## src/rtl/ahb_decoder_mux_if.sv

```systemverilog
// AHB-Lite decoder/mux bus bundle: master address phase, per-slave responses,
// and the muxed response returned to the master.
interface ahb_decoder_mux_if #(
  parameter int unsigned NSLAVE = 4
);
  logic [31:0]          HADDR;
  logic [1:0]           HTRANS;
  logic [NSLAVE-1:0]    HSEL;
  logic [NSLAVE*32-1:0] HRDATA_S;
  logic [NSLAVE-1:0]    HREADYOUT_S;
  logic [NSLAVE-1:0]    HRESP_S;
  logic [31:0]          HRDATA;
  logic                 HREADY;
  logic                 HRESP;

  modport master (
    output HADDR, HTRANS, HRDATA_S, HREADYOUT_S, HRESP_S,
    input  HSEL, HRDATA, HREADY, HRESP
  );

  modport slave (
    input  HADDR, HTRANS, HRDATA_S, HREADYOUT_S, HRESP_S,
    output HSEL, HRDATA, HREADY, HRESP
  );
endinterface

```

## src/rtl/ahb_decoder_mux.sv

```systemverilog
// AHB-Lite address decoder, data-phase response mux and built-in default slave
// that returns the two-cycle ERROR response for unmapped NONSEQ/SEQ transfers.
module ahb_decoder_mux #(
  parameter int unsigned          NSLAVE = 4,
  parameter logic [NSLAVE*32-1:0] BASE   = {32'h2000_3000, 32'h2020_0000,
                                            32'h0002_0000, 32'h0000_0000},
  parameter logic [NSLAVE*32-1:0] MASK   = {32'hFFFF_FF00, 32'hFFFF_FFF0,
                                            32'hFFFE_0000, 32'hFFFF_0000}
) (
  input  logic                   clk,
  input  logic                   reset,
  ahb_decoder_mux_if.slave       bus,
  output logic [15:0]            DECERR_CNT,
  output logic [31:0]            DECERR_ADDR
);

  typedef enum logic [1:0] {S_IDLE, S_ERR1, S_ERR2} state_t;

  state_t            state, state_next;
  logic [NSLAVE-1:0] sel;
  logic [NSLAVE-1:0] dsel;
  logic              hit_any;
  logic              active;
  logic              err_start;
  logic [31:0]       rdata;
  logic              ready;
  logic              resp;

  // Lowest-index region wins when regions overlap.
  always_comb begin
    sel     = '0;
    hit_any = 1'b0;
    for (int unsigned i = 0; i < NSLAVE; i++) begin
      if (!hit_any &&
          ((bus.HADDR & MASK[i*32 +: 32]) == (BASE[i*32 +: 32] & MASK[i*32 +: 32]))) begin
        sel[i]  = 1'b1;
        hit_any = 1'b1;
      end
    end
  end

  assign bus.HSEL  = sel;
  assign active    = (bus.HTRANS == 2'b10) || (bus.HTRANS == 2'b11);
  // The default slave's request bit is folded into the FSM: ERR1 is entered
  // exactly on the edge that would load it.
  assign err_start = ready && !hit_any && active;

  always_comb begin
    rdata = '0;
    ready = 1'b1;
    resp  = 1'b0;
    if (dsel == '0) begin
      unique case (state)
        S_ERR1: begin
          ready = 1'b0;
          resp  = 1'b1;
        end
        S_ERR2:  resp = 1'b1;
        default: ;
      endcase
    end else begin
      for (int unsigned i = 0; i < NSLAVE; i++) begin
        if (dsel[i]) begin
          rdata = bus.HRDATA_S[i*32 +: 32];
          ready = bus.HREADYOUT_S[i];
          resp  = bus.HRESP_S[i];
        end
      end
    end
  end

  assign bus.HRDATA = rdata;
  assign bus.HREADY = ready;
  assign bus.HRESP  = resp;

  always_comb begin
    state_next = state;
    unique case (state)
      S_IDLE:  if (err_start) state_next = S_ERR1;
      S_ERR1:  state_next = S_ERR2;
      S_ERR2:  state_next = err_start ? S_ERR1 : S_IDLE;
      default: state_next = S_IDLE;
    endcase
  end

  always_ff @(posedge clk) begin
    if (reset) begin
      state <= S_IDLE;
    end else begin
      state <= state_next;
    end
  end

  always_ff @(posedge clk) begin
    if (reset) begin
      dsel        <= '0;
      DECERR_CNT  <= '0;
      DECERR_ADDR <= '0;
    end else begin
      if (ready) begin
        dsel <= sel;
      end
      if (err_start) begin
        DECERR_ADDR <= bus.HADDR;
        if (DECERR_CNT != '1) begin
          DECERR_CNT <= DECERR_CNT + 16'd1;
        end
      end
    end
  end

endmodule
```

## src/flat_wrapper.sv

```systemverilog
// flat-port wrapper written by rule: the top's interface ports become plain ports
module ahb_decoder_mux_flat 
#(
  parameter int unsigned          NSLAVE = 4,
  parameter logic [NSLAVE*32-1:0] BASE   = {32'h2000_3000, 32'h2020_0000,
                                            32'h0002_0000, 32'h0000_0000},
  parameter logic [NSLAVE*32-1:0] MASK   = {32'hFFFF_FF00, 32'hFFFF_FFF0,
                                            32'hFFFE_0000, 32'hFFFF_0000}
)
  (clk, reset, DECERR_CNT, DECERR_ADDR, bus_HADDR, bus_HTRANS, bus_HRDATA_S, bus_HREADYOUT_S, bus_HRESP_S, bus_HSEL, bus_HRDATA, bus_HREADY, bus_HRESP);
  ahb_decoder_mux_if #(.NSLAVE(NSLAVE)) bus_i ();
  input  logic clk;
  input  logic reset;
  output logic [15:0] DECERR_CNT;
  output logic [31:0] DECERR_ADDR;
  input wire logic [$bits(bus_i.HADDR)-1:0] bus_HADDR;
  input wire logic [$bits(bus_i.HTRANS)-1:0] bus_HTRANS;
  input wire logic [$bits(bus_i.HRDATA_S)-1:0] bus_HRDATA_S;
  input wire logic [$bits(bus_i.HREADYOUT_S)-1:0] bus_HREADYOUT_S;
  input wire logic [$bits(bus_i.HRESP_S)-1:0] bus_HRESP_S;
  output wire logic [$bits(bus_i.HSEL)-1:0] bus_HSEL;
  output wire logic [$bits(bus_i.HRDATA)-1:0] bus_HRDATA;
  output wire logic [$bits(bus_i.HREADY)-1:0] bus_HREADY;
  output wire logic [$bits(bus_i.HRESP)-1:0] bus_HRESP;
  assign bus_i.HADDR = bus_HADDR;
  assign bus_i.HTRANS = bus_HTRANS;
  assign bus_i.HRDATA_S = bus_HRDATA_S;
  assign bus_i.HREADYOUT_S = bus_HREADYOUT_S;
  assign bus_i.HRESP_S = bus_HRESP_S;
  assign bus_HSEL = bus_i.HSEL;
  assign bus_HRDATA = bus_i.HRDATA;
  assign bus_HREADY = bus_i.HREADY;
  assign bus_HRESP = bus_i.HRESP;
  ahb_decoder_mux #(.NSLAVE(NSLAVE), .BASE(BASE), .MASK(MASK)) u_core (.clk(clk), .reset(reset), .bus(bus_i), .DECERR_CNT(DECERR_CNT), .DECERR_ADDR(DECERR_ADDR));
endmodule
```

## config.mk

```make
export PLATFORM = sky130hd
export DESIGN_NAME = ahb_decoder_mux_flat
export DESIGN_NICKNAME = d
export VERILOG_FILES = /design/src/rtl/ahb_decoder_mux_if.sv /design/src/rtl/ahb_decoder_mux.sv /design/src/flat_wrapper.sv
export SDC_FILE = /design/constraint.sdc
export NUM_CORES = 1
export LEC_CHECK = 0
export BUFFER_PORTS_ARGS = -buffer_cell sky130_fd_sc_hd__clkbuf_2
export CORE_ASPECT_RATIO = 0.5
export CORE_UTILIZATION = 42
export CTS_CLUSTER_DIAMETER = 80
export DETAILED_ROUTE_END_ITERATION = 8
export MAX_ROUTING_LAYER = met4
export PLACE_DENSITY = 0.86
export REMOVE_ABC_BUFFERS = 1
export SLEW_MARGIN = 20
export SYNTH_ARGS = -nofsm -noshare
export SYNTH_HDL_FRONTEND = slang
export SYNTH_SLANG_ARGS = --single-unit
export TNS_END_PERCENT = 5
```

## constraint.sdc

```tcl
create_clock -name clk -period 3.8 [get_ports clk]
set_input_delay 0.38 -clock clk [delete_from_list [all_inputs] [get_ports clk]]
set_output_delay 0.38 -clock clk [all_outputs]
set_load 0.01 [all_outputs]
```

==> run summary <==
========================================================================================
Outcome                                                                     complete, no violations
Proportion of synthesized flip-flops having asynchronous set or reset                 0%
Kind of end point of the critical path                                        output pin
Normalized max-slew margin                                                         26.2%
Detailed-router iteration count before antenna repair                                  5
Total number of vias                                                                4121
Final wirelength                                                                 11.4 mm
Accumulated negative setup slack                                                    0 ns
Unrepaired setup endpoints after global routing                                    false
Area of the die                                                                 7890 um2
Setup violators final                                                                  0
Fraction of the yosys area taken by sequential cells                               34.2%
Max H-tree Level                                                                       2
Core Rows                                                                             21
Pin slew with the least headroom to its limit                                    1.11 ns
DRT antenna net count                                                                  0
Worst path required time                                                         3.42 ns
Post-CTS Resized                                                                       0
Via count of the first global-routing pass                                          3719
Critical Setup Path Class                                                   flip-flop to output pin
Critical path fanouts, max                                                            22
Vert. Die Dim                                                                    63.3 um
Synthesized flop and latch total                                                      54
Fill cell total of the finished layout                                               607
Starting Density                                                                   45.4%
Power Density                                                                 286 nW/um2
Port-buffer cells                                                                    256
Layout cell share with drive strength beyond 1                                     43.1%
Pwr Total                                                                        1320 uW
Last weighted congestion value of the routability-driven placer                    0.873
Number of buffers added by the clock tree synthesis step                               5
Portion of the clock cycle consumed by the worst path in the final layout          72.6%
Final count of hold timing violations                                                  0
Initial DRC count                                                                    306
Mapped cell area                                                                3160 um2
Main synth FF type                                                          sky130_fd_sc_hd__dfxtp_1
Number of antenna repair diodes                                                        0
Synth area leader                                                           sky130_fd_sc_hd__dfxtp_1
Path category of the worst min-delay check                                  input port to flip-flop
Top-area cell type share of the netlist area                                       34.2%
Clock Sinks                                                                           54
Unique cell type count in the Yosys netlist                                           45
Overall die width                                                                 125 um
Insertion delay of the later-clocked pin in the worst-skew pair                  0.29 ns
CTS root buf                                                                sky130_fd_sc_hd__clkbuf_16
Drt drc                                                                                0
Final-report max-slew violation count                                                  0
CTS Hold Buffers Added                                                                 0
Antenna violations before repair                                                       0
Cell Area, Placed                                                               4470 um2
Crit path DAT                                                                    2.38 ns
HPWL after detailed placement                                                    8.84 mm
Signed area change from the synthesized netlist to the final layout                46.0%
Setup Buffers After CTS                                                                0
Number of enable-type register cells in the synthesized netlist                        0
Post-route minimum period                                                        2.76 ns
Detail-routed net length per standard cell                                       15.3 um
CTS max path bufs                                                                      2
Worst-path clk slew                                                              0.07 ns
YS warnings                                                                            0
Overflow left after global routing                                                     0
Boundary Pins                                                                        258
Cell count after synthesis                                                           416
Global-route wire length before repair                                           18.2 mm
Post-layout net count                                                                831
TritonCTS clock tree                                                                 yes
Vias per inst                                                                       5.52
Clock skew after layout                                                       0.00701 ns
Total core area                                                                 6960 um2
Max-cap violation count                                                                0
Post-route standard cell area excluding fillers                                 4610 um2
Lkg Pwr                                                                       0.00220 uW
VDD IR-drop max                                                                 0.327 mV
Maximum number of pins on one net before global-route repair                          56
Highest clock rate                                                               363 MHz
Leading post-synthesis cells by cell area                                   sky130_fd_sc_hd__dfxtp_1 (34%), sky130_fd_sc_hd__a221oi_1 (8.9%), sky130_fd_sc_hd__nand2_1 (8.7%)
Overall global routing resource usage                                              28.8%
Startpoint type of the worst setup path                                        flip-flop
Average size of a mapped cell                                                   7.59 um2
========================================================================================
metal layers:
metal	track usage [%]	vias to the layer above	share of wire, %
met5	-	-	0
met4	5.72	0	0.98
met3	3.23	17	6.8
met2	49.7	187	49
met1	36.8	1906	43
li1	-	2011	-
Yosys cell counts, drive strengths merged (3+ instances only):
master / count
nor2: 54
inv: 3
o22ai: 32
a21oi: 42
xnor2: 7
and3: 4
dfxtp: 54
nor4b: 4
o211ai: 3
nor2b: 4
buf: 9
ha: 6
nand4: 7
o31ai: 5
o21ai: 3
a221oi: 32
nor3: 7
and2: 3
and4: 3
mux2i: 4
nor4: 6
clkbuf: 24
nand2: 73
nand3: 7
or4: 4
cells by family after synthesis:
kind of cell,after synthesis,share of synthesized area (%)
buffers and inverters,37,5.11
XOR/XNOR,7,1.94
adder cells (fa/ha/maj),6,2.38
AND/OR/NAND/NOR,181,26.3
AO/OA/AOI/OAI,125,28.1
flip-flops,54,34.2
multiplexers,6,1.98
layout by cell type (no fill, tap or decap), types with 4 or more instances in the layout:
master                        n
sky130_fd_sc_hd__xnor2_1      7
sky130_fd_sc_hd__nor3_1       6
sky130_fd_sc_hd__nand2_1     72
sky130_fd_sc_hd__clkbuf_2   256
sky130_fd_sc_hd__and3_1       4
sky130_fd_sc_hd__nor4_1       6
sky130_fd_sc_hd__buf_4        7
sky130_fd_sc_hd__o22ai_1     32
sky130_fd_sc_hd__a21oi_1     42
sky130_fd_sc_hd__nand3_1      7
sky130_fd_sc_hd__a221oi_1    32
sky130_fd_sc_hd__nand4_1      7
sky130_fd_sc_hd__nor4b_1      4
sky130_fd_sc_hd__ha_1         6
sky130_fd_sc_hd__clkbuf_16    5
sky130_fd_sc_hd__nor2_1      53
sky130_fd_sc_hd__dfxtp_1     54
sky130_fd_sc_hd__o31ai_1      4
sky130_fd_sc_hd__mux2i_1      4
sky130_fd_sc_hd__or4_1        4
registers in the layout, summed over array words and instances, names as in the netlist:
signal and cells:
u_core.DECERR_ADDR 32, u_core.DECERR_CNT 16, u_core.dsel 4, u_core.state 2
worst max-delay path, stage by stage (launching register included):
cell and delay (ns):
sky130_fd_sc_hd__dfxtp_1 0.73, sky130_fd_sc_hd__buf_4 0.38, sky130_fd_sc_hd__nor2b_2 0.08, sky130_fd_sc_hd__a221o_1 0.31, sky130_fd_sc_hd__a21oi_1 0.11, sky130_fd_sc_hd__o21ai_0 0.09, sky130_fd_sc_hd__mux2_2 0.27, sky130_fd_sc_hd__clkbuf_2 0.13
layout make-up:
type / instances / area (um2) / share of cell area (%)
clock buffers: 6 / 129 / 2.79
clock inverters: 2 / 13.8 / 0.298
inverters: 4 / 15.0 / 0.326
multi-input cells: 325 / 1920 / 41.7
flip-flops and latches: 54 / 1080 / 23.4
well taps: 92 / 115 / 2.50
repair buffers: 263 / 1330 / 28.9
worst paths after layout:
check                         from               endpoint  slack, ns  cells past startpoint
max                 u_core.dsel[1]              bus_HRESP       1.04                      7
min                   bus_HADDR[1]  u_core.DECERR_ADDR[1]       0.31                      3
max reg2reg         u_core.dsel[1]   u_core.DECERR_CNT[6]       1.08                      7
min reg2reg  u_core.DECERR_ADDR[2]  u_core.DECERR_ADDR[2]       0.45                      2
per-stage QoR:
stage               cells  hold slack (ns)  util (%)  worst slack [ns]
finish                746            0.312      66.2              1.04
global route          746            0.314      66.2             0.894
CTS                   746            0.309      66.2              1.06
detailed placement    738            0.446      64.2              1.04
global placement      738            0.441      64.2              1.11
floorplan             383            0.445         -             0.849
power breakdown:
group          internal (uW)  leakage [uW]  switching, uW
Sequential               596      0.000441           19.1
Combinational            127       0.00169            137
Clock                    245     0.0000708            197
Total                    967       0.00220            353
(Power assumes the default switching activity.)
